## src/rtl/jtag_tdo_capture.sv

```systemverilog
// Receive side of the JTAG byte player: samples tdo on tck rising edges,
// packs bits LSB-first into bytes and buffers them in a readback FIFO.
module jtag_tdo_capture #(
   parameter int DEPTH    = 512,
   parameter int CNT_W    = 10,
   parameter int BITCNT_W = 32
) (
   input  logic                clk_in,
   input  logic                rst_fifo,
   input  logic                tck,
   input  logic                tdo,
   input  logic                capture_en,
   input  logic                flush,
   input  logic                read_enable_fifo,
   output logic [7:0]          data_out,
   output logic                data_valid,
   output logic                full_fifo,
   output logic                empty_fifo,
   output logic [CNT_W-1:0]    rd_data_count,
   output logic [BITCNT_W-1:0] bit_count,
   output logic                error_out
);

   localparam int AW = $clog2(DEPTH);

   logic                tckQ;
   logic [7:0]          shQ, shD, shSampled;
   logic [2:0]          bitIdxQ, bitIdxD;
   logic [BITCNT_W-1:0] bitCountQ;
   logic [AW-1:0]       wrPtrQ, rdPtrQ;
   logic [CNT_W-1:0]    countQ, countD;
   logic                fullQ, emptyQ, errorQ;
   logic [7:0]          dataOutQ;
   logic                dataValidQ;
   logic [7:0]          mem [DEPTH];

   logic sample, push, doRead, doWrite, overflow;

   // tck is generated in this clock domain, so a single delay register
   // is enough to find its rising edge.
   always_comb begin
      sample    = capture_en & tck & ~tckQ;
      shSampled = shQ;
      if (sample) begin
         shSampled[bitIdxQ] = tdo;
      end
      push     = (sample && bitIdxQ == 3'd7) || (flush && (sample || bitIdxQ != 3'd0));
      doRead   = read_enable_fifo & ~emptyQ;
      doWrite  = push & (~fullQ | doRead);
      overflow = push & fullQ & ~doRead;

      shD     = shQ;
      bitIdxD = bitIdxQ;
      if (push) begin
         shD     = 8'd0;
         bitIdxD = 3'd0;
      end else if (sample) begin
         shD     = shSampled;
         bitIdxD = bitIdxQ + 3'd1;
      end

      countD = countQ;
      if (doWrite && !doRead) begin
         countD = countQ + CNT_W'(1);
      end else if (doRead && !doWrite) begin
         countD = countQ - CNT_W'(1);
      end
   end

   always_ff @(posedge clk_in) begin
      if (rst_fifo) begin
         tckQ       <= 1'b0;
         shQ        <= 8'd0;
         bitIdxQ    <= 3'd0;
         bitCountQ  <= '0;
         wrPtrQ     <= '0;
         rdPtrQ     <= '0;
         countQ     <= '0;
         fullQ      <= 1'b0;
         emptyQ     <= 1'b1;
         errorQ     <= 1'b0;
         dataOutQ   <= 8'd0;
         dataValidQ <= 1'b0;
      end else begin
         tckQ    <= tck;
         shQ     <= shD;
         bitIdxQ <= bitIdxD;
         if (sample) begin
            bitCountQ <= bitCountQ + BITCNT_W'(1);
         end
         if (doWrite) begin
            wrPtrQ <= wrPtrQ + AW'(1);
         end
         if (doRead) begin
            rdPtrQ   <= rdPtrQ + AW'(1);
            dataOutQ <= mem[rdPtrQ];
         end
         dataValidQ <= doRead;
         countQ     <= countD;
         fullQ      <= (countD == CNT_W'(DEPTH));
         emptyQ     <= (countD == '0);
         if (overflow) begin
            errorQ <= 1'b1;
         end
      end
   end

   // Storage carries no reset; the pointers and count define what is valid.
   always_ff @(posedge clk_in) begin
      if (doWrite) begin
         mem[wrPtrQ] <= shSampled;
      end
   end

   assign data_out      = dataOutQ;
   assign data_valid    = dataValidQ;
   assign full_fifo     = fullQ;
   assign empty_fifo    = emptyQ;
   assign rd_data_count = countQ;
   assign bit_count     = bitCountQ;
   assign error_out     = errorQ;

endmodule

```

## config.mk

```make
export PLATFORM = sky130hd
export DESIGN_NAME = jtag_tdo_capture
export DESIGN_NICKNAME = d
export VERILOG_FILES = /design/src/rtl/jtag_tdo_capture.sv
export SDC_FILE = /design/constraint.sdc
export NUM_CORES = 2
export LEC_CHECK = 0
export CAP_MARGIN = 10
export CORE_ASPECT_RATIO = 0.8
export CORE_UTILIZATION = 40
export CTS_CLUSTER_DIAMETER = 80
export CTS_CLUSTER_SIZE = 28
export DETAILED_ROUTE_END_ITERATION = 10
export MAX_ROUTING_LAYER = met4
export PLACE_DENSITY = 0.62
export REMOVE_ABC_BUFFERS = 1
export SYNTH_ARGS = -nofsm -noshare
export SYNTH_HDL_FRONTEND = slang
export SYNTH_SLANG_ARGS = --single-unit
```

## constraint.sdc

```tcl
create_clock -name clk_in -period 8.54 [get_ports clk_in]
set_clock_uncertainty 0.2 [all_clocks]
set_input_delay 2.562 -clock clk_in [delete_from_list [all_inputs] [get_ports clk_in]]
set_output_delay 2.562 -clock clk_in [all_outputs]
set_load 0.01 [all_outputs]
```

==> impl_metrics.tcl <==
set metrics [dict create \
    cts_buffer_depth 4 \
    initial_core_util 0.4016 \
    final_util 0.4315 \
    clkTransAtPathRegs_ps 110 \
    setup_viol 0 \
    fmax_ghz 0.1462 \
    first_global_vias 79220 \
    syn_to_final_growth_pct 7.448 \
    final.setup.tns_ps 0 \
    tritoncts_num_sinks 4180 \
    cts_setup_buffers 0 \
    setup_ws_ps 1702 \
    worst_ep_required_time_ps 8900 \
    slew_headroom 0.06602 \
    async_flop_share 0 \
    grt.overflow.total 0 \
    synth.distinct_cells 80 \
    power_density_nw_per_um2 204.0 \
    die_h_um 572.4 \
    rows 209 \
    seqPwrFrac 0.626 \
    ir_drop_v 0.0001553 \
    cap_violations 0 \
    endpoint_kind "flip-flop" \
    num-fill-cells 33850 \
    ys_seq_area_frac 0.7664 \
    min_path_type "flip-flop to flip-flop" \
    grt_use_total 0.2365 \
    ys_top_cells_by_area "edfxtp_1 (76%), mux4_2 (13%), mux2i_1 (2.2%), nor2_1 (1.5%), dfxtp_1 (1.0%)" \
    grt_pass1_wl_mm 661.5 \
    gp_congestion 0.9080 \
    dieArea_sq_um 409300 \
    p_sw_frac 0.2252 \
    crit_slowest_cell "a22oi_1" \
    ys_ff_latch 4180 \
    drc 0 \
    vias 83030 \
    layout.cells.non_filler 13170 \
    cts_tree "built" \
    yosys-top-cells-count "edfxtp_1 (4096), mux4_2 (973), nor2_1 (637), mux2i_1 (352), clkbuf_1 (217)" \
    fin_crit_sh 0.8007 \
    synth_cells 7775 \
    cp_data_arrival_time_ps 7200 \
    ios 61 \
    syn_area_per_cell_sq_um 20.92 \
    netlist_area_sq_um 162700 \
    grt_max_degree 132 \
    insertion_delay_ps 930 \
    regArea_sq_um 124700 \
    p_int_mw 27.63 \
    combPwrFrac 0.094 \
    worstMarginPinSlew_ps 1383 \
    drive_gt1_frac 0.1858 \
    critical_path_class "input pin to flip-flop" \
    synth_most_common_cell "edfxtp_1" \
    crit_path_start_kind "input pin" \
    critPathBufInv 3 \
    dp_hpwl_mm 287.2 \
    first_iter_violations 15020 \
    place_inst 12930 \
    hold_violations 0 \
    ctsHoldBuffers 0 \
    p_clk_frac 0.279 \
    yosysWarnings 0 \
    slowest_delay_ps 690 \
    cts-resized-gates 0 \
    synth_largest_area_cell "edfxtp_1" \
    cp_top_family "simple AND/OR/NAND/NOR gates" \
    p_sw_mw 8.032 \
    cts_root_buf "clkbuf_16" \
    rsz0062_at_grt "false" \
    vias_per_cell 6.305 \
    outcome "finished clean" \
    final_max_slew_viol_count 0 \
    worstPathMaxFanout 21 \
    synth-edff-count 4096 \
    cts_inserted_buffers 176 \
    path_cells "clkdlybuf4s50_1, and3b_1, o21ai_1, a22oi_1, buf_4, nand2_1, nor2_1, nand2_4, buf_4, nor2_1" \
    postRouteAntennaNets 0 \
    ys.flop_type "edfxtp_1" \
    nets 7751 \
    fp.dieW_um 715.0 \
    antenna_found_initial 20 \
    multi_input_area_sq_um 35600 \
    wl_mm 478.1 \
    cts-htree-levels 4 \
    netlist.area_leader.share 0.7561 \
    power_leakage_nw 47.75 \
    period_needed_ps 6838 \
    wire_per_inst_um 36.30 \
    core_area_sq_um 405100 \
    port_buffers 60 \
    dr.pass1.iters 6 \
    place_ws_ps 885.2 \
]
## power by group through the flow
stage               combinational, mW  sequential (mW)  clock (mW)
floorplan                        2.77             23.1           0
global placement                 3.35             22.8           0
detailed placement               3.37             22.8           0
CTS                              3.38             22.3        10.0
global route                     3.54             22.3        10.6
finish                           3.36             22.3        9.97
## worst paths after layout
check | from | slack [ps] | cells past startpoint | to
hold / removal | error_out | 290 | 2 | error_out
setup reg to reg | rdPtrQ[1] | 2820 | 9 | data_out[0]
setup / recovery | tck | 1700 | 10 | mem[38][6]
hold reg to reg | error_out | 290 | 2 | error_out
## sequential cells by signal (all words and copies together), names as in the netlist
| register | cells |
|---|---|
| bitIdxQ | 3 |
| bit_count | 32 |
| data_out | 8 |
| data_valid | 1 |
| empty_fifo | 1 |
| error_out | 1 |
| full_fifo | 1 |
| mem | 4096 |
| rdPtrQ | 9 |
| rd_data_count | 10 |
| shQ | 8 |
| tckQ | 1 |
| wrPtrQ | 9 |
## tightest hold or removal path: cells and delay by family, from the launching register on
family	cells	cell delay, ps
AOI/OAI and AO/OA	1	50
DFF	1	350
and+or+nand+nor	1	70
## kinds of logic (layout without fill, tap and decap cells)
group,after synthesis,count (layout),synth area share
flip-flops,4180,4180,0.7664
multiplexers,1349,1349,0.1580
AND/OR/NAND/NOR,1016,1016,0.02640
AO/OA/AOI/OAI,664,664,0.02820
buffers and inverters,502,506,0.01728
XOR/XNOR,53,53,0.002853
adder cells (fa/ha/maj),11,11,0.0008460
other,0,10,0
## placed cells by master, fill, tap and decap left out, drive strengths merged, types with 59 or more instances in the layout
master / n
edfxtp: 4096
mux4: 973
nor2: 637
mux2i: 352
clkbuf: 215
buf: 205
nand2: 169
a21oi: 139
a22oi: 102
o21ai: 97
dfxtp: 84
a221oi: 77
nand3: 63
clkdlybuf4s50: 59
## final cells by class
type,instances,area share
repair buffers,266,0.01686
inverters,16,0.0003794
well taps,5380,0.03851
multi-input cells,3093,0.2037
clock inverters,10,0.0005297
diodes,10,0.0001432
clock buffers,214,0.02650
flip-flops and latches,4180,0.7134
## layer usage
metal / vias up / global-route usage / wire length (um)
met5: - / - / 0
met4: 0 / 0.05630 / 12570
met3: 645 / 0.06381 / 65100
met2: 6410 / 0.3301 / 207200
met1: 44070 / 0.3461 / 193200
li1: 31900 / - / -
## through the flow
step / power (mW) / area [sq um] / hold WS [ps]
after floorplan: 25.88 / 159900 / 305.0
after global placement: 26.15 / 170000 / 250.7
after detailed placement: 26.18 / 170000 / 264.9
after CTS: 35.72 / 174800 / 291.7
after global routing: 36.52 / 174800 / 322.0
final: 35.66 / 174800 / 286.6
(Power assumes the default switching activity.)
